===== src/rtl/mem_access_ctrl_pkg.sv =====
// Shared definitions for the MEM-stage data-memory access controller:
// load/store aluop codes, bus widths, the access FSM state type and
// small op-classification helpers used by the controller and lane aligner.
package mem_access_ctrl_pkg;

    localparam int          RegBus     = 32;
    localparam int          RegAddrBus = 5;
    localparam logic [31:0] ZeroWord   = 32'h0000_0000;

    localparam logic [7:0] EXE_LB_OP  = 8'hE0;
    localparam logic [7:0] EXE_LH_OP  = 8'hE1;
    localparam logic [7:0] EXE_LW_OP  = 8'hE3;
    localparam logic [7:0] EXE_LBU_OP = 8'hE4;
    localparam logic [7:0] EXE_LHU_OP = 8'hE5;
    localparam logic [7:0] EXE_SB_OP  = 8'hE8;
    localparam logic [7:0] EXE_SH_OP  = 8'hE9;
    localparam logic [7:0] EXE_SW_OP  = 8'hEB;

    typedef enum logic [1:0] {
        ST_IDLE = 2'd0,
        ST_REQ  = 2'd1,
        ST_RESP = 2'd2,
        ST_DONE = 2'd3
    } mem_state_e;

    function automatic logic is_load_op(input logic [7:0] op);
        return (op == EXE_LB_OP)  || (op == EXE_LH_OP)  || (op == EXE_LW_OP) ||
               (op == EXE_LBU_OP) || (op == EXE_LHU_OP);
    endfunction

    function automatic logic is_store_op(input logic [7:0] op);
        return (op == EXE_SB_OP) || (op == EXE_SH_OP) || (op == EXE_SW_OP);
    endfunction

    // Halfwords must sit on even addresses, words on multiples of four.
    function automatic logic is_misaligned(input logic [7:0] op, input logic [1:0] addr_lo);
        logic is_half;
        logic is_word;
        is_half = (op == EXE_LH_OP) || (op == EXE_LHU_OP) || (op == EXE_SH_OP);
        is_word = (op == EXE_LW_OP) || (op == EXE_SW_OP);
        return (is_half && addr_lo[0]) || (is_word && (addr_lo != 2'b00));
    endfunction

endpackage


===== src/rtl/mem_access_ctrl_lane.sv =====
// mem_lane_align: combinational big-endian lane logic.
//   aluop      : load/store op code
//   addr_lo    : byte offset within the word
//   store_data : rt operand, replicated onto all lanes for stores
//   load_raw   : word returned by the RAM
//   sel        : byte-lane enables, bit 3 = bits 31:24
//   store_rep  : replicated store data
//   load_ext   : extracted and sign/zero-extended load result
module mem_lane_align
    import mem_access_ctrl_pkg::*;
(
    input  logic [7:0]        aluop,
    input  logic [1:0]        addr_lo,
    input  logic [RegBus-1:0] store_data,
    input  logic [RegBus-1:0] load_raw,
    output logic [3:0]        sel,
    output logic [RegBus-1:0] store_rep,
    output logic [RegBus-1:0] load_ext
);

    logic [7:0]  byte_v;
    logic [15:0] half_v;

    // NOTE: every output of a combinational block gets a default first so no
    // path through the case statements can infer a latch.
    always_comb begin
        sel       = 4'b0000;
        store_rep = ZeroWord;
        load_ext  = ZeroWord;
        byte_v    = 8'h00;
        half_v    = 16'h0000;

        // Offset 00 is the most significant byte (big-endian).
        case (addr_lo)
            2'b00:   byte_v = load_raw[31:24];
            2'b01:   byte_v = load_raw[23:16];
            2'b10:   byte_v = load_raw[15:8];
            default: byte_v = load_raw[7:0];
        endcase
        half_v = addr_lo[1] ? load_raw[15:0] : load_raw[31:16];

        case (aluop)
            EXE_LB_OP, EXE_LBU_OP, EXE_SB_OP: sel = 4'b1000 >> addr_lo;
            EXE_LH_OP, EXE_LHU_OP, EXE_SH_OP: sel = addr_lo[1] ? 4'b0011 : 4'b1100;
            EXE_LW_OP, EXE_SW_OP:             sel = 4'b1111;
            default:                          sel = 4'b0000;
        endcase

        case (aluop)
            EXE_SB_OP: store_rep = {4{store_data[7:0]}};
            EXE_SH_OP: store_rep = {2{store_data[15:0]}};
            EXE_SW_OP: store_rep = store_data;
            default:   store_rep = ZeroWord;
        endcase

        case (aluop)
            EXE_LB_OP:  load_ext = {{24{byte_v[7]}}, byte_v};
            EXE_LBU_OP: load_ext = {24'h000000, byte_v};
            EXE_LH_OP:  load_ext = {{16{half_v[15]}}, half_v};
            EXE_LHU_OP: load_ext = {16'h0000, half_v};
            EXE_LW_OP:  load_ext = load_raw;
            default:    load_ext = ZeroWord;
        endcase
    end

endmodule


===== src/rtl/mem_access_ctrl.sv =====
// mem_access_ctrl: MEM-stage data-memory access controller.
// Issues one req/gnt + rvalid bus access per load/store, stalls the pipeline
// until it completes, and presents the write-back triple for MEM/WB.
//   mem_*_i       : operation, address and operands from EX/MEM
//   wd_o/wreg_o/wdata_o : write-back triple to MEM/WB
//   stallreq      : pipeline hold request
//   addr_err      : one-cycle pulse (DONE) on a misaligned access
//   bus_err       : one-cycle pulse (DONE) on access timeout
//   ram_*         : data-RAM request bus (outputs) and response (inputs)
module mem_access_ctrl
    import mem_access_ctrl_pkg::*;
#(
    parameter int unsigned TIMEOUT = 255
) (
    input  logic                  clk,
    input  logic                  rst,
    input  logic [7:0]            mem_aluop_i,
    input  logic [RegBus-1:0]     mem_addr_i,
    input  logic [RegBus-1:0]     mem_reg2_i,
    input  logic [RegAddrBus-1:0] mem_wd_i,
    input  logic                  mem_wreg_i,
    input  logic [RegBus-1:0]     mem_wdata_i,
    output logic [RegAddrBus-1:0] wd_o,
    output logic                  wreg_o,
    output logic [RegBus-1:0]     wdata_o,
    output logic                  stallreq,
    output logic                  addr_err,
    output logic                  bus_err,
    output logic                  ram_req,
    output logic                  ram_we,
    output logic [RegBus-1:0]     ram_addr,
    output logic [3:0]            ram_sel,
    output logic [RegBus-1:0]     ram_wdata,
    input  logic                  ram_gnt,
    input  logic                  ram_rvalid,
    input  logic [RegBus-1:0]     ram_rdata
);

    mem_state_e        state;
    logic [7:0]        cnt;
    logic [RegBus-1:0] load_q;
    logic              addr_err_q;
    logic              bus_err_q;

    logic              is_load;
    logic              is_mem;
    logic              misaligned;
    logic              timeout_hit;
    logic [3:0]        sel_w;
    logic [RegBus-1:0] store_rep_w;
    logic [RegBus-1:0] load_ext_w;

    assign is_load     = is_load_op(mem_aluop_i);
    assign is_mem      = is_load || is_store_op(mem_aluop_i);
    assign misaligned  = is_misaligned(mem_aluop_i, mem_addr_i[1:0]);
    // The counter reaches TIMEOUT on the edge that leaves REQ/RESP, so at most
    // TIMEOUT cycles are spent waiting; a grant or rvalid in that last cycle wins.
    assign timeout_hit = (cnt == 8'(TIMEOUT - 1));

    mem_lane_align u_lane (
        .aluop      (mem_aluop_i),
        .addr_lo    (mem_addr_i[1:0]),
        .store_data (mem_reg2_i),
        .load_raw   (ram_rdata),
        .sel        (sel_w),
        .store_rep  (store_rep_w),
        .load_ext   (load_ext_w)
    );

    // NOTE: all state updates use non-blocking assignments so every register
    // samples pre-edge values and simulation matches the synthesized flops.
    always_ff @(posedge clk) begin
        if (rst) begin
            state      <= ST_IDLE;
            cnt        <= 8'd0;
            load_q     <= ZeroWord;
            addr_err_q <= 1'b0;
            bus_err_q  <= 1'b0;
        end else begin
            case (state)
                ST_IDLE: begin
                    cnt        <= 8'd0;
                    addr_err_q <= 1'b0;
                    bus_err_q  <= 1'b0;
                    if (is_mem) begin
                        load_q <= ZeroWord;
                        if (misaligned) begin
                            addr_err_q <= 1'b1;
                            state      <= ST_DONE;
                        end else if (ram_gnt) begin
                            state <= is_load ? ST_RESP : ST_DONE;
                        end else begin
                            state <= ST_REQ;
                        end
                    end
                end
                ST_REQ: begin
                    cnt <= cnt + 8'd1;
                    if (ram_gnt) begin
                        state <= is_load ? ST_RESP : ST_DONE;
                    end else if (timeout_hit) begin
                        bus_err_q <= 1'b1;
                        state     <= ST_DONE;
                    end
                end
                ST_RESP: begin
                    cnt <= cnt + 8'd1;
                    if (ram_rvalid) begin
                        load_q <= load_ext_w;
                        state  <= ST_DONE;
                    end else if (timeout_hit) begin
                        bus_err_q <= 1'b1;
                        state     <= ST_DONE;
                    end
                end
                default: state <= ST_IDLE;
            endcase
        end
    end

    // Outputs respond combinationally so a request can go out in the same cycle
    // the op arrives; everything is forced low while rst is held.
    always_comb begin
        wd_o      = '0;
        wreg_o    = 1'b0;
        wdata_o   = ZeroWord;
        stallreq  = 1'b0;
        addr_err  = 1'b0;
        bus_err   = 1'b0;
        ram_req   = 1'b0;
        ram_we    = 1'b0;
        ram_addr  = ZeroWord;
        ram_sel   = 4'b0000;
        ram_wdata = ZeroWord;

        if (!rst) begin
            wd_o = mem_wd_i;
            case (state)
                ST_IDLE: begin
                    if (is_mem) begin
                        stallreq = 1'b1;
                        ram_req  = !misaligned;
                    end else begin
                        wreg_o  = mem_wreg_i;
                        wdata_o = mem_wdata_i;
                    end
                end
                ST_REQ: begin
                    stallreq = 1'b1;
                    ram_req  = 1'b1;
                end
                ST_RESP: stallreq = 1'b1;
                default: begin
                    addr_err = addr_err_q;
                    bus_err  = bus_err_q;
                    wreg_o   = mem_wreg_i && !addr_err_q && !bus_err_q;
                    if (bus_err_q)    wdata_o = ZeroWord;
                    else if (is_load) wdata_o = load_q;
                    else              wdata_o = mem_wdata_i;
                end
            endcase

            if (ram_req) begin
                ram_we    = !is_load;
                ram_addr  = {mem_addr_i[31:2], 2'b00};
                ram_sel   = sel_w;
                ram_wdata = store_rep_w;
            end
        end
    end

endmodule


===== config.mk =====
export PLATFORM = sky130hd
export DESIGN_NAME = mem_access_ctrl
export DESIGN_NICKNAME = d
export VERILOG_FILES = /design/src/rtl/mem_access_ctrl_pkg.sv /design/src/rtl/mem_access_ctrl_lane.sv /design/src/rtl/mem_access_ctrl.sv
export SDC_FILE = /design/constraint.sdc
export NUM_CORES = 1
export LEC_CHECK = 0
export CORE_ASPECT_RATIO = 1.25
export CORE_MARGIN = 4
export CORE_UTILIZATION = 38
export CTS_CLUSTER_SIZE = 40
export DETAILED_ROUTE_END_ITERATION = 8
export PLACE_DENSITY = 0.8
export SKIP_LAST_GASP = 1
export SLEW_MARGIN = 10
export SYNTH_ARGS = -nofsm -noshare
export SYNTH_HDL_FRONTEND = slang
export SYNTH_SLANG_ARGS = --single-unit

===== constraint.sdc =====
create_clock -name clk -period 2.9 [get_ports clk]
set_clock_uncertainty 0.1 [all_clocks]
set_input_delay 0.29 -clock clk [delete_from_list [all_inputs] [get_ports clk]]
set_output_delay 0.29 -clock clk [all_outputs]
set_load 0.01 [all_outputs]

Word level (Yosys, flattened, before mapping):

Cells that the tools add are included.

* word-level logic and storage cells: 108
* output and inout port bits: 111
* input bits: 146
* flip-flop bits (word level): 44

* equality and inequality tests: 17
* add/sub/neg operators: 1
* reduce and logical (&&, ||, !) cells: 32
* muxes and demuxes: 52
* shift operators: 1

Operators by type and width (count)
* $mux 32: 10
* $pmux 32 s5: 1
* $pmux 32 s2: 2
* $pmux 32 s3: 1
* $eq 8x8->1 const B: 9
* $pmux 8 s3: 1
* $mux 1: 19
* $mux 16: 1
* $pmux 8 s2: 1
* $mux 2: 6
* $mux 4: 3
* $pmux 4 s3: 1
* $logic_or 1x1->1: 11
* $reduce_or 3->1: 3
* $add 8x1->8 const B: 1
* $ne 2x2->1 const B: 4
* $pmux 1 s2: 3
* $pmux 2 s3: 1
* $reduce_and 3->1: 2
* $reduce_bool 2->1: 3
* $mux 5: 1
* $eq 2x1->1 const B: 2
* $eq 2x2->1 const B: 2
* $logic_and 1x1->1: 4
* 6 further kinds: 11

Logic depth before layout (Yosys ltp):

Gate-level depths: netlist (run 1).

* depth in word-level cells: 11
* gate-level depth with buffers: 8
* depth with buffers taken out: 7

Modules after synthesis:

From an unflattened synthesis (run 1), not the netlist that was laid out.

* cell total of the unflattened synthesis: 651
* area, all modules: 4884.7 um2

By module, submodules not included
* mem_access_ctrl: cells an instance 492, sequential area each 880.8 um2, area an instance 3633.5 um2, times used 1
* mem_lane_align: cells an instance 159, sequential area each 0.0 um2, area an instance 1251.2 um2, times used 1

Worst setup path after synthesis (run 1):

No wires, ideal clock.

* kind: register to output
* start point: register state[0]
* end point: output port ram_addr[22]
* cell stages (with the launch flop): 9
* data required time: 2.510 ns
* path slack: 0.560 ns
* path buffers: 1
* arrival time: 1.950 ns
* cell sequence: dfxtp_1 -> inv_1 -> ha_1 -> inv_1 -> nor4_1 -> a21oi_1 -> nor2_1 -> clkbuf_1 -> and2_1

* cells in the longest elaborated chain, start to end: 5
* elaborated cells between the ends (all ways): 6
* those cells by class: eq/ne (1); mux (4); reduce/logical (1)

Ends and longest elaborated chain
* start, declared: line mem_access_ctrl.sv:39 `mem_state_e state;`
* start signal, assigned: line mem_access_ctrl.sv:91 `state <= is_load ? ST_RESP : ST_DONE;`
* start signal, assigned: line mem_access_ctrl.sv:100 `state <= is_load ? ST_RESP : ST_DONE;`
* $eq 2x1->1 / $logic_not 2->1 (equally long branches): line mem_access_ctrl.sv:138 `case (state)`
* $pmux 1 s2 *: line mem_access_ctrl.sv:138
* $mux 1 *: line mem_access_ctrl.sv:136 `if (!rst) begin`
* $mux 32 *: line mem_access_ctrl.sv:163 `if (ram_req) begin`
* $mux 32 *: line mem_access_ctrl.sv:136
* end, declared: line mem_access_ctrl.sv:31 `output logic [RegBus-1:0] ram_addr,`

Mark *: on every way between the ends. The rest lies on a longest branch, timed or not. The select of a mux whose other input is x is not followed.

Worst setup path in the final report (run 1):

* start point: input port mem_addr_i[0]
* end point: output port ram_sel[2]

* cells in the longest elaborated chain, start to end: 9
* elaborated cells between the ends (all ways): 12
* those cells by class: shift (1); mux (6); reduce/logical (5)

Ends and longest elaborated chain
* start, declared: line mem_access_ctrl.sv:18 `input logic [RegBus-1:0] mem_addr_i,`
* $reduce_bool 2->1: line mem_access_ctrl_pkg.sv:41 `return (is_half && addr_lo[0]) || (is_word && (addr_lo != 2'b00));`
* $logic_and 1x1->1: line mem_access_ctrl_pkg.sv:41
* $logic_or 1x1->1: line mem_access_ctrl_pkg.sv:41
* $logic_not 1->1: line mem_access_ctrl.sv:142 `ram_req = !misaligned;`
* $mux 1: line mem_access_ctrl.sv:140 `if (is_mem) begin`
* $pmux 1 s2: line mem_access_ctrl.sv:138
* $mux 1: line mem_access_ctrl.sv:136
* $mux 4 *: line mem_access_ctrl.sv:163
* $mux 4 *: line mem_access_ctrl.sv:136
* end, declared: line mem_access_ctrl.sv:32 `output logic [3:0] ram_sel,`

Marked as above.

==> key figures, run 1 <==
Run status
  • Result of the run: finished with violations
  • Violated checks: setup timing

Worst setup path
  • Cell at the slowest stage of the critical path: sky130_fd_sc_hd__clkdlybuf4s50_1
  • Peak per-stage delay on the critical path: 530 ps
  • Critical path, cell by cell: clkdlybuf4s50_1 > nor3b_2 > o31ai_4 > a21oi_2 > nor2_2 > buf_4 > buf_12 > a21boi_1 > buf_4 > clkdlybuf4s50_1
  • Dominant delay contributor by cell family on the critical path: buffers and inverters
  • Endpoint kind of the worst setup timing path: primary output
  • Count of buffering cells on the critical path with inverters included: 5
  • Maximum fanout count along the critical path: 12
  • Arrival time of the worst setup path: around 2600 ps
  • Element type at the critical path start: primary input
  • Critical path type: primary input to primary output
  • Required time of the critical path: roughly 2500 ps

Clock network
  • Clock latency of the later-clocked register in the worst-skew pair: approximately 280 ps
  • Clk sinks: between 40 and 50
  • Clock Path Buffers: 2
  • H-tree levels: 2
  • Total clock buffers created by CTS: 5
  • Clock tree from TritonCTS: yes
  • Hold-fix buffer count after cts: 0
  • Root buf cell: sky130_fd_sc_hd__clkbuf_16
  • Clock-pin slew on the worst setup and hold paths: 60 ps

Synthesis
  • Number of storage elements in the synthesis netlist: between 40 and 50
  • Synthesized netlist cell count: roughly 580
  • Sequential element share of the synthesized area: 0.215
  • Ys Warns: 0
  • EDFF count, synth: 0
  • Async SR Flop Fraction: 0
  • Mean instance size in the synthesized netlist: approximately 7 sq um
  • Area of the mapped netlist: between 4000 and 5000 sq um
  • Main synth FF type: sky130_fd_sc_hd__dfxtp_1
  • Number of distinct library cells after synthesis: a little under 60

Flow run
  • Max-cap viol count: 0

Detailed routing
  • Via-per-instance ratio: ~5.8
  • Antenna violation net count after detailed routing: 0
  • Number of design rule violations left after detail routing: 0
  • Detail-routed net length per standard cell: between 15 and 20 microns
  • 1st-iter DRT viols: 449
  • DRT Wirelength: 19.2 mm
  • Iteration count of the initial detailed-routing pass: 5
  • Total vias in the final route: about 5700

Timing
  • Hold violation count in the final report: 0
  • Post-route minimum period: between 2000 and 3000 ps
  • Maximum clock rate: roughly 0.34 GHz
  • Setup_tns: -66.2 ps
  • Tightest slew margin relative to the limit: 0.518
  • Unrepaired setup endpoints after global routing: true
  • Fin Hold WS: approximately 350 ps
  • Finish-stage setup viols: 1
  • Tightest Pin Transition: around 720 ps
  • Ratio of final minimum period to clock period: 1.02
  • Max-slew violations: 0
  • Worst setup slack after layout: -66.2 ps

Pwr
  • Post-route total power: roughly 2.9 mW
  • Sw power: between 1 and 1.5 mW
  • Internal power consumption: about 1.9 mW
  • Clock share of power: 0.229
  • Leakage power: about 3.4 nW
  • Proportion of power drawn by combinational gates: 0.553
  • Sequential share of power: 0.218
  • Switching fraction of total power: 0.363
  • Worst ir drop on vdd: ~0.00034 V
  • Power per cell area: roughly 400 nW/um^2

Floorplanning
  • Rows: 42
  • DIE HEIGHT: 124 microns
  • Die Span X: a little over 100 microns
  • Boundary pin count: around 260
  • DIE AREA: roughly 13000 sq um
  • Core area: 10600 sq um
  • Initial cell density of the core: 0.389

Placed design
  • DP HPWL: about 15 mm
  • Placer Congestion: around 0.94
  • Quantity of I/O buffers inserted on ports: approximately 250

Worst hold path
  • Worst min-delay path category: flip-flop to flip-flop

GRT
  • Initial antenna violation count: 1
  • Overall fraction of global-route tracks in use: 0.286
  • Via count of the first global-routing pass: ~5500
  • First-pass GRT wire length: ~29 mm
  • Maximum number of pins on one net before global-route repair: 43
  • Total overflow reported by the global router: 0

Cells and area
  • Fraction of layout instances using a drive strength above 1: 0.112
  • Number of filler instances in the final layout: ~930
  • Area delta synth->final: 79.5%
  • Layout net count: ~990
==> layout by cell type (no fill, tap or decap), types with 30 or more instances in the layout <==
master                            instances
sky130_fd_sc_hd__a21oi_1                 32
sky130_fd_sc_hd__a22oi_1                 55
sky130_fd_sc_hd__and2_1                  38
sky130_fd_sc_hd__buf_4                   47
sky130_fd_sc_hd__clkdlybuf4s50_1        165
sky130_fd_sc_hd__dfxtp_1                 44
sky130_fd_sc_hd__dlygate4sd2_1           66
sky130_fd_sc_hd__nand2_1                 50
sky130_fd_sc_hd__nor2_1                  53
sky130_fd_sc_hd__nor3_1                  30
==> state kept, by name (all words and copies together) (netlist names) <==
signal / cells
load_q: 32
cnt: 8
state: 2
addr_err_q: 1
bus_err_q: 1
==> path summary, 6_finish.rpt <==
check                                             start                       to  slack [ps]  cells after the start
worst min-delay path            load_q[30]$_SDFFE_PP0P_  load_q[30]$_SDFFE_PP0P_         350                      2
worst min register to register  load_q[30]$_SDFFE_PP0P_  load_q[30]$_SDFFE_PP0P_         350                      2
worst max-delay path                      mem_addr_i[0]               ram_sel[2]         -70                     10
worst max register to register    state[0]$_SDFFE_PP0P_   load_q[1]$_SDFFE_PP0P_         690                      8
==> final cells by class <==
cell class | instances | area (sq um) | share of cell area
inverter | 9 | 33.8 | 0.00459
sequential | 44 | 881 | 0.120
tap | 132 | 165 | 0.0224
clock inverter | 2 | 38.8 | 0.00527
clock buffer | 6 | 139 | 0.0189
timing repair buffer | 312 | 3080 | 0.418
antenna | 1 | 2.50 | 0.000340
multi-input combinational | 466 | 3030 | 0.411
==> timing repair <==
item                                   4_1_cts  5_1_grt
endpoints found under the hold margin        0        0
resized for setup                           76       36
setup buffers                                6        2
cloned                                       3        1
setup endpoints to repair                   91       76
pin swaps                                    3        6
==> power by group through the flow <==
| stage | sequential (mW) | combinational, mW | clock, mW |
|---|---|---|---|
| after floorplan | 0.653 | 0.730 | 0 |
| after global placement | 0.648 | 1.59 | 0 |
| after detailed placement | 0.648 | 1.60 | 0 |
| after CTS | 0.635 | 1.56 | 0.667 |
| after global routing | 0.637 | 1.74 | 0.703 |
| final | 0.635 | 1.61 | 0.667 |
==> cells by family (layout without fill, tap and decap cells) <==
group / after synthesis / after routing / synth area share
other: 1 / 3 / 0.000914
adders and majority gates: 7 / 7 / 0.0213
DFF: 44 / 44 / 0.215
xor gates and xnor gates: 6 / 6 / 0.0128
AOI/OAI and AO/OA: 197 / 197 / 0.335
buffers and inverters: 68 / 329 / 0.0686
muxes: 27 / 27 / 0.0713
and+or+nand+nor: 227 / 227 / 0.276
==> cell usage after synthesis (8+ instances only) <==
cell type	count	area share
sky130_fd_sc_hd__a2bb2oi_1	25	0.053
sky130_fd_sc_hd__dfxtp_1	44	0.21
sky130_fd_sc_hd__o21ai_0	29	0.035
sky130_fd_sc_hd__mux2_2	8	0.022
sky130_fd_sc_hd__nor3_1	30	0.037
sky130_fd_sc_hd__clkbuf_1	42	0.038
sky130_fd_sc_hd__mux2i_1	18	0.044
sky130_fd_sc_hd__a21oi_1	34	0.041
sky130_fd_sc_hd__inv_1	8	0.0073
sky130_fd_sc_hd__a22oi_1	55	0.10
sky130_fd_sc_hd__o21ai_1	9	0.011
sky130_fd_sc_hd__and2_1	38	0.058
sky130_fd_sc_hd__nand2_1	50	0.046
sky130_fd_sc_hd__nor2b_1	12	0.018
sky130_fd_sc_hd__nor2_1	60	0.055
==> routing by layer <==
layer  share of wire  vias to the layer above  track usage
li1                -                     2643            -
met1            0.37                     2665        0.340
met2            0.51                      312        0.526
met3           0.087                       42       0.0443
met4           0.030                        0       0.0889
met5               0                        -            0
==> through the flow <==
stage	utilization	std cells	instance area (sq um)	setup slack, ps
after global placement	0.660	951	6970	-339
after global routing	0.697	972	7370	-170
final	0.697	972	7370	-66.2
after detailed placement	0.660	951	6970	-360
after floorplan	-	578	4110	560
after CTS	0.684	968	7230	-103
==> worst register-to-register path, cell delays in order, from the launching register on <==
cell	delay, ps
sky130_fd_sc_hd__dfxtp_1	340
sky130_fd_sc_hd__inv_1	80
sky130_fd_sc_hd__ha_1	220
sky130_fd_sc_hd__buf_4	160
sky130_fd_sc_hd__o31a_1	140
sky130_fd_sc_hd__buf_4	170
sky130_fd_sc_hd__or4_1	660
sky130_fd_sc_hd__nor2_1	180
sky130_fd_sc_hd__a221o_1	120
(Power assumes the default switching activity.)
==> run 2: changes to the inputs <==
GPL_TIMING_DRIVEN = 0   (was not set)
==> run 2 against run 1 <==
The flow still finishes with violations (setup timing). First-iteration DRC count decreased by 7.6%. Flip-flop and latch count unchanged. Final cell count increased by 1.3%. Global-route usage increased by 0.74 points. Sequential power increased by 2%. Non-clock buffer count increased by 14. Power about the same. Clock power decreased by 0.6%. Design area increased by 1.1%. Via count increased by 2.0%. Sequential share of layout area decreased by 0.13 points. Clock-buffer cell count unchanged. Critical path type unchanged. Critical endpoint is now ram_addr[16]. Highest routed layer unchanged.
==> key figures, run 2 (synthesis results as in run 1) <==
Cells and area
  • Number of filler instances in the final layout: 882 (-5.4%)
  • Core Util, Final: 0.705 (+0.00782)
  • Flip-flop count of the largest register after layout: 32 (unchanged)
  • Most frequent standard cell in the layout excluding fill and tap cells: sky130_fd_sc_hd__clkdlybuf4s50_1
  • Highest-count cells in the layout ignoring fill and taps: 151 x sky130_fd_sc_hd__clkdlybuf4s50_1, 53 x sky130_fd_sc_hd__a22oi_1, 51 x sky130_fd_sc_hd__nor2_1, 50 x sky130_fd_sc_hd__dlymetal6s2s_1, 49 x sky130_fd_sc_hd__nand2_1
  • Area delta synth->final: 81.5%
  • Largest registers: load_q x32, cnt x8, state x2
  • Register ranked first by flip-flop count: load_q
  • Fraction of layout instances using a drive strength above 1: 0.121 (+0.00871)
  • Summed area of non-filler cells in the final layout: 7450 sq um (+1.1%)
  • Layout net count: 1005 (+1.4%)
  • Final antenna diode count: 0 (-1)

Detailed routing
  • DRT Wirelength: 19.8 mm (+3.1%)
  • Number of design rule violations left after detail routing: 0 (unchanged)
  • 1st-iter DRT viols: 415 (-7.6%)
  • Via-per-instance ratio: 5.86 (+0.63%)
  • Total vias in the final route: 5774 (+2.0%)
  • Antenna violation net count after detailed routing: 0 (unchanged)
  • Iteration count of the initial detailed-routing pass: 6 (+1)
  • Detail-routed net length per standard cell: 20.1 microns (+1.8%)

Worst hold path
  • Worst min-delay path category: primary input to flip-flop
  • Source of the worst hold timing path: mem_aluop_i[3]

Floorplanning
  • DIE AREA: 12500 sq um (unchanged)
  • Boundary pin count: 257 (unchanged)
  • DIE HEIGHT: 124 microns (unchanged)
  • Rows: 42 (unchanged)
  • Die Span X: 101 microns (unchanged)
  • Core area: 10600 sq um (unchanged)
  • Initial cell density of the core: 0.389 (unchanged)

Timing
  • Max-slew violations: 0 (unchanged)
  • Tightest Pin Transition: 854 ps (+137 ps)
  • Tightest slew margin relative to the limit: 0.426 (-0.0928)
  • Worst setup slack after layout: -156 ps (-89.9 ps)
  • Unrepaired setup endpoints after global routing: true
  • Setup_tns: -156 ps (-89.9 ps)
  • Finish-stage setup viols: 1 (unchanged)
  • Post-route minimum period: 3060 ps (+89.9 ps)
  • Maximum clock rate: 0.327 GHz (-2.9%)
  • Ratio of final minimum period to clock period: 1.05 (+0.0310)
  • Hold violation count in the final report: 0 (unchanged)

Worst setup path
  • Worst path most repeated cell: sky130_fd_sc_hd__clkdlybuf4s50_1
  • Cell at the slowest stage of the critical path: sky130_fd_sc_hd__clkdlybuf4s50_1
  • Maximum fanout count along the critical path: 10 (-2)
  • Peak per-stage delay on the critical path: 540 ps (about the same)
  • Endpoint kind of the worst setup timing path: primary output
  • Element type at the critical path start: primary input
  • Worst r2r src: state[0]$_SDFFE_PP0P_
  • Arrival time of the worst setup path: 2670 ps (+90 ps)
  • Critical path, cell by cell: clkdlybuf4s50_1 > buf_4 > and4b_1 > o31ai_4 > a21oi_2 > nor2_4 > buf_12 > clkbuf_8 > and2_1 > clkdlybuf4s50_1
  • Source of the critical timing path: mem_aluop_i[1]
  • Critical path type: primary input to primary output
  • Required time of the critical path: 2510 ps (about the same)

Clock network
  • Clock Path Buffers: 2 (unchanged)
  • H-tree levels: 2 (unchanged)
  • Root buf cell: sky130_fd_sc_hd__clkbuf_16
  • Total clock buffers created by CTS: 5 (unchanged)
  • Clock latency of the later-clocked register in the worst-skew pair: 280 ps (about the same)
  • Clk sinks: 44 (unchanged)
  • Clock-pin slew on the worst setup and hold paths: 60 ps (about the same)
  • Clock tree from TritonCTS: yes
  • Hold-fix buffer count after cts: 0 (unchanged)

Placed design
  • Placer Congestion: 0.978 (+3.5%)
  • Quantity of I/O buffers inserted on ports: 251 (-1.2%)
  • Placed Instance Area: 6790 sq um (-2.6%)
  • DP HPWL: 15.8 mm (+6.0%)

Flow run
  • Max-cap viol count: 0 (unchanged)

GRT
  • Maximum number of pins on one net before global-route repair: 15 (-65%)
  • Overall fraction of global-route tracks in use: 0.294 (+0.00744)
  • Via count of the first global-routing pass: 5684 (+3.1%)
  • First-pass GRT wire length: 29.1 mm (+2.0%)
  • Total overflow reported by the global router: 0 (unchanged)
  • Initial antenna violation count: 1 (unchanged)

Pwr
  • Power per cell area: 391 nW/um^2 (-1.1%)
  • Worst ir drop on vdd: 0.000224 V (-33%)
  • Leakage power: 3.74 nW (+9.6%)

Run status
  • Result of the run: finished with violations
  • Violated checks: setup timing
run 2: power breakdown:
| group | switching (mW) | internal (mW) |
|---|---|---|
| clock | 0.232 | 0.431 |
| combinational | 0.808 | 0.792 |
| sequential | 0.0243 | 0.623 |
run 2: final cells by class:
class                   instances  area, sq um  share of cell area
multi-input cells             466         3140               0.421
repair buffers                268         2700               0.362
flip-flops and latches         44          881               0.118
plain buffers                  58          353              0.0474
well taps                     132          165              0.0222
clock buffers                   6          139              0.0186
clock inverters                 2         38.8             0.00521
inverters                       9         37.5             0.00504
run 2: path summary, 6_finish.rpt:
check	end	slack (ps)	depth (start not counted)
worst max-delay path	ram_addr[16]	-160	10
worst min-delay path	load_q[7]$_SDFFE_PP0P_	350	4
worst max register to register	load_q[1]$_SDFFE_PP0P_	530	7
worst min register to register	load_q[11]$_SDFFE_PP0P_	360	2
run 2: metrics by stage:
stage / hold WS [ps] / total power, mW / setup WS, ps / instances
5_1_grt: 387 / 3.05 / -270 / 985
4_1_cts: 343 / 2.88 / -220 / 977
3_5_place_dp: 348 / 2.16 / -1200 / 961
2_1_floorplan: 326 / 1.38 / 560 / 578
6_report: 350 / 2.91 / -156 / 985
3_3_place_gp: 343 / 2.13 / -1110 / 961
run 2: repair_timing:
action | CTS | global route
gates resized for setup | 122 | 83
pin swaps | 5 | 6
setup buffers | 7 | 9
endpoints found under the hold margin | 0 | 0
gates cloned | 1 | 0
endpoints found under the setup margin | 101 | 72
run 2: metal layers:
metal / up-vias / GRT usage / wire [microns]
met5: - / 0 / 0
met4: 0 / 0.140 / 816
met3: 60 / 0.0633 / 1820
met2: 342 / 0.523 / 9900
met1: 2702 / 0.331 / 7220
li1: 2670 / - / -
run 2: critical path: cells and delay by family:
kind                   cells  cell delay [ps]
AO/OA/AOI/OAI              2              380
AND/OR/NAND/NOR            3              520
buffers and inverters      5             1460
==> run 3: changes to the inputs <==
clock period = 3.4 ns   (was 2.9 ns; I/O delays follow)
==> run 3 against run 2 <==
The run now ends clean. Setup slack better by 220 ps. Global-route usage down 0.71 points. Flip-flop and latch count did not move. Critical path depth down 2. Register-to-register slack improved by 520 ps. Clock power is 15% lower. Worst hold slack better by 11 ps. Combinational power is 16% lower. Final cell count down 1.1%. Via count shrank 1.8%.
==> key figures, run 3 (synthesis results as in run 1) <==
GRT
  • First-pass GRT wire length: 28.4 mm (-2.5%)
  • Maximum number of pins on one net before global-route repair: 15 (unchanged)
  • Via count of the first global-routing pass: 5586 (-1.7%)
  • Total overflow reported by the global router: 0 (unchanged)
  • Overall fraction of global-route tracks in use: 0.287 (-0.00711)
  • Initial antenna violation count: 1 (unchanged)

Detailed routing
  • Total vias in the final route: 5668 (-1.8%)
  • Detail-routed net length per standard cell: 19.7 microns (-1.5%)
  • DRT Wirelength: 19.2 mm (-2.6%)
  • Iteration count of the initial detailed-routing pass: 5 (-1)
  • Via-per-instance ratio: 5.82 (-0.73%)
  • Antenna violation net count after detailed routing: 0 (unchanged)
  • 1st-iter DRT viols: 360 (-13%)
  • Number of design rule violations left after detail routing: 0 (unchanged)

Worst setup path
  • Endpoint kind of the worst setup timing path: primary output
  • Required time of the critical path: 2960 ps (+450 ps)
  • Worst r2r src: state[0]$_SDFFE_PP0P_
  • Register-to-register setup slack: 1050 ps (+520 ps)
  • Number of cells on the worst reg-to-reg path: 7 (unchanged)
  • Arrival time of the worst setup path: 2900 ps (+230 ps)
  • R2r endpoint: load_q[1]$_SDFFE_PP0P_
  • Element type at the critical path start: primary input
  • Critical path type: primary input to primary output
  • Maximum fanout count along the critical path: 10 (unchanged)

Timing
  • Maximum clock rate: 0.300 GHz
  • Ratio of final minimum period to clock period: 0.982
  • Setup_tns: 0 ps (+156 ps)
  • Hold violation count in the final report: 0 (unchanged)
  • Tightest Pin Transition: 813 ps (-41.8 ps)
  • Unrepaired setup endpoints after global routing: true
  • Max-slew violations: 0 (unchanged)
  • Post-route minimum period: 3340 ps
  • Finish-stage setup viols: 0 (-1)
  • Tightest slew margin relative to the limit: 0.454 (+0.0281)
  • Fin Hold WS: 360 ps (+10.5 ps)
  • Worst setup slack after layout: 61.1 ps (+217 ps)

Flow run
  • Max-cap viol count: 0 (unchanged)

Cells and area
  • Flip-flop count of the largest register after layout: 32 (unchanged)
  • Summed area of non-filler cells in the final layout: 7120 sq um (-4.4%)
  • Register ranked first by flip-flop count: load_q
  • Most frequent standard cell in the layout excluding fill and tap cells: sky130_fd_sc_hd__clkdlybuf4s50_1
  • Layout net count: 994 (-1.1%)
  • Fin cells: 974 (-1.1%)
  • Area delta synth->final: 73.5%
  • Highest-count cells in the layout ignoring fill and taps: 251 x sky130_fd_sc_hd__clkdlybuf4s50_1, 55 x sky130_fd_sc_hd__a22oi_1, 54 x sky130_fd_sc_hd__nor2_1, 50 x sky130_fd_sc_hd__nand2_1, 44 x sky130_fd_sc_hd__dfxtp_1
  • Final antenna diode count: 0 (unchanged)
  • Fraction of layout instances using a drive strength above 1: 0.0808 (-0.0400)
  • Largest registers: load_q x32, cnt x8, state x2

Clock network
  • Clock Path Buffers: 2 (unchanged)
  • H-tree levels: 2 (unchanged)
  • Clock tree from TritonCTS: yes
  • Clock-pin slew on the worst setup and hold paths: 60 ps (about the same)
  • Hold-fix buffer count after cts: 0 (unchanged)
  • Clk sinks: 44 (unchanged)
  • Clock latency of the later-clocked register in the worst-skew pair: 280 ps (about the same)
  • Total clock buffers created by CTS: 5 (unchanged)
  • Root buf cell: sky130_fd_sc_hd__clkbuf_16

Pwr
  • Power per cell area: 347 nW/um^2 (-11%)
  • Leakage power: 2.60 nW (-30%)
  • Worst ir drop on vdd: 0.000186 V (-17%)

Placed design
  • DP HPWL: 15.8 mm (unchanged)
  • Placer Congestion: 0.978 (unchanged)
  • Placed Instance Area: 6790 sq um (unchanged)
  • Worst setup slack before clock tree synthesis: -803 ps (+400 ps)
  • Placed cells: 961 (unchanged)
  • Quantity of I/O buffers inserted on ports: 251 (unchanged)

Worst hold path
  • Worst Hold Depth: 2 (-2)
  • Hold path endpoint: load_q[15]$_SDFFE_PP0P_
  • Source of the worst hold timing path: load_q[15]$_SDFFE_PP0P_
  • Worst min-delay path category: flip-flop to flip-flop

Floorplanning
  • Rows: 42 (unchanged)
  • DIE AREA: 12500 sq um (unchanged)
  • DIE HEIGHT: 124 microns (unchanged)
  • Die Span X: 101 microns (unchanged)
  • Initial cell density of the core: 0.389 (unchanged)
  • Core area: 10600 sq um (unchanged)
  • Boundary pin count: 257 (unchanged)

Run status
  • Result of the run: completed
run 3: changes by cell type in the layout (fill, tap and decap cells not counted), moves of 3 or more:
cell,before,now
sky130_fd_sc_hd__buf_4,22,10
sky130_fd_sc_hd__dlymetal6s2s_1,50,0
sky130_fd_sc_hd__clkdlybuf4s50_1,151,251
sky130_fd_sc_hd__a2bb2oi_2,3,0
sky130_fd_sc_hd__buf_2,3,6
sky130_fd_sc_hd__clkbuf_1,24,27
sky130_fd_sc_hd__a2bb2oi_1,22,25
sky130_fd_sc_hd__clkbuf_8,6,1
sky130_fd_sc_hd__dlygate4sd2_1,42,0
sky130_fd_sc_hd__nor2_1,51,54
sky130_fd_sc_hd__nor2_4,7,2
run 3: worst max-delay path by stage:
| stage | start | to | slack (ps) | cells past startpoint |
|---|---|---|---|---|
| after floorplan | state[0]$_SDFFE_PP0P_ | ram_addr[22] | 1010 | 8 |
| after global placement | mem_aluop_i[2] | ram_sel[2] | -710 | 8 |
| after detailed placement | mem_aluop_i[2] | ram_sel[2] | -800 | 8 |
| after CTS | mem_aluop_i[1] | ram_wdata[31] | 8 | 7 |
| after global routing | mem_aluop_i[0] | ram_wdata[11] | -40 | 8 |
| final | mem_aluop_i[0] | ram_wdata[12] | 60 | 8 |
run 3: area by class of cell:
class / count / area (sq um)
fillers: 908 / 3440
well taps: 132 / 165
clock buffers: 6 / 139
repair buffers: 257 / 2560
inverters: 9 / 33.8
flip-flops and latches: 44 / 881
multi-input cells: 466 / 3030
plain buffers: 58 / 272
clock inverters: 2 / 38.8
run 3: per-stage QoR:
stage | power, mW | utilization
CTS | 2.43 | 0.667
finish | 2.47 | 0.674
global placement | 1.82 | 0.642
detailed placement | 1.84 | 0.642
global route | 2.59 | 0.674
floorplan | 1.18 | -
run 3: report_power, final:
part | leakage (nW) | switching, mW | internal [mW]
clock | 0.0871 | 0.198 | 0.368
combinational | 2.16 | 0.658 | 0.696
sequential | 0.355 | 0.0206 | 0.531
run 3: repair_timing:
action,4_1_cts,5_1_grt
endpoints found under the setup margin,95,95
cloned,0,0
resized for setup,22,31
endpoints found under the hold margin,0,0
pin swaps,2,3
buffers inserted,3,3
run 3: metal layers:
| layer | GRT usage | wire, microns | vias up |
|---|---|---|---|
| met3 | 0.0717 | 1860 | 53 |
| met1 | 0.319 | 7110 | 2645 |
| met2 | 0.512 | 9580 | 316 |
| met5 | 0 | 8 | - |
| met4 | 0.128 | 666 | 2 |
| li1 | - | - | 2652 |
run 3: critical path, cell delays in order:
cell and delay (ps):
sky130_fd_sc_hd__clkdlybuf4s50_1 500, sky130_fd_sc_hd__buf_2 240, sky130_fd_sc_hd__and4b_1 250, sky130_fd_sc_hd__o31ai_4 230, sky130_fd_sc_hd__nor4b_2 270, sky130_fd_sc_hd__o21ai_2 220, sky130_fd_sc_hd__nor2_2 270, sky130_fd_sc_hd__clkdlybuf4s50_1 570
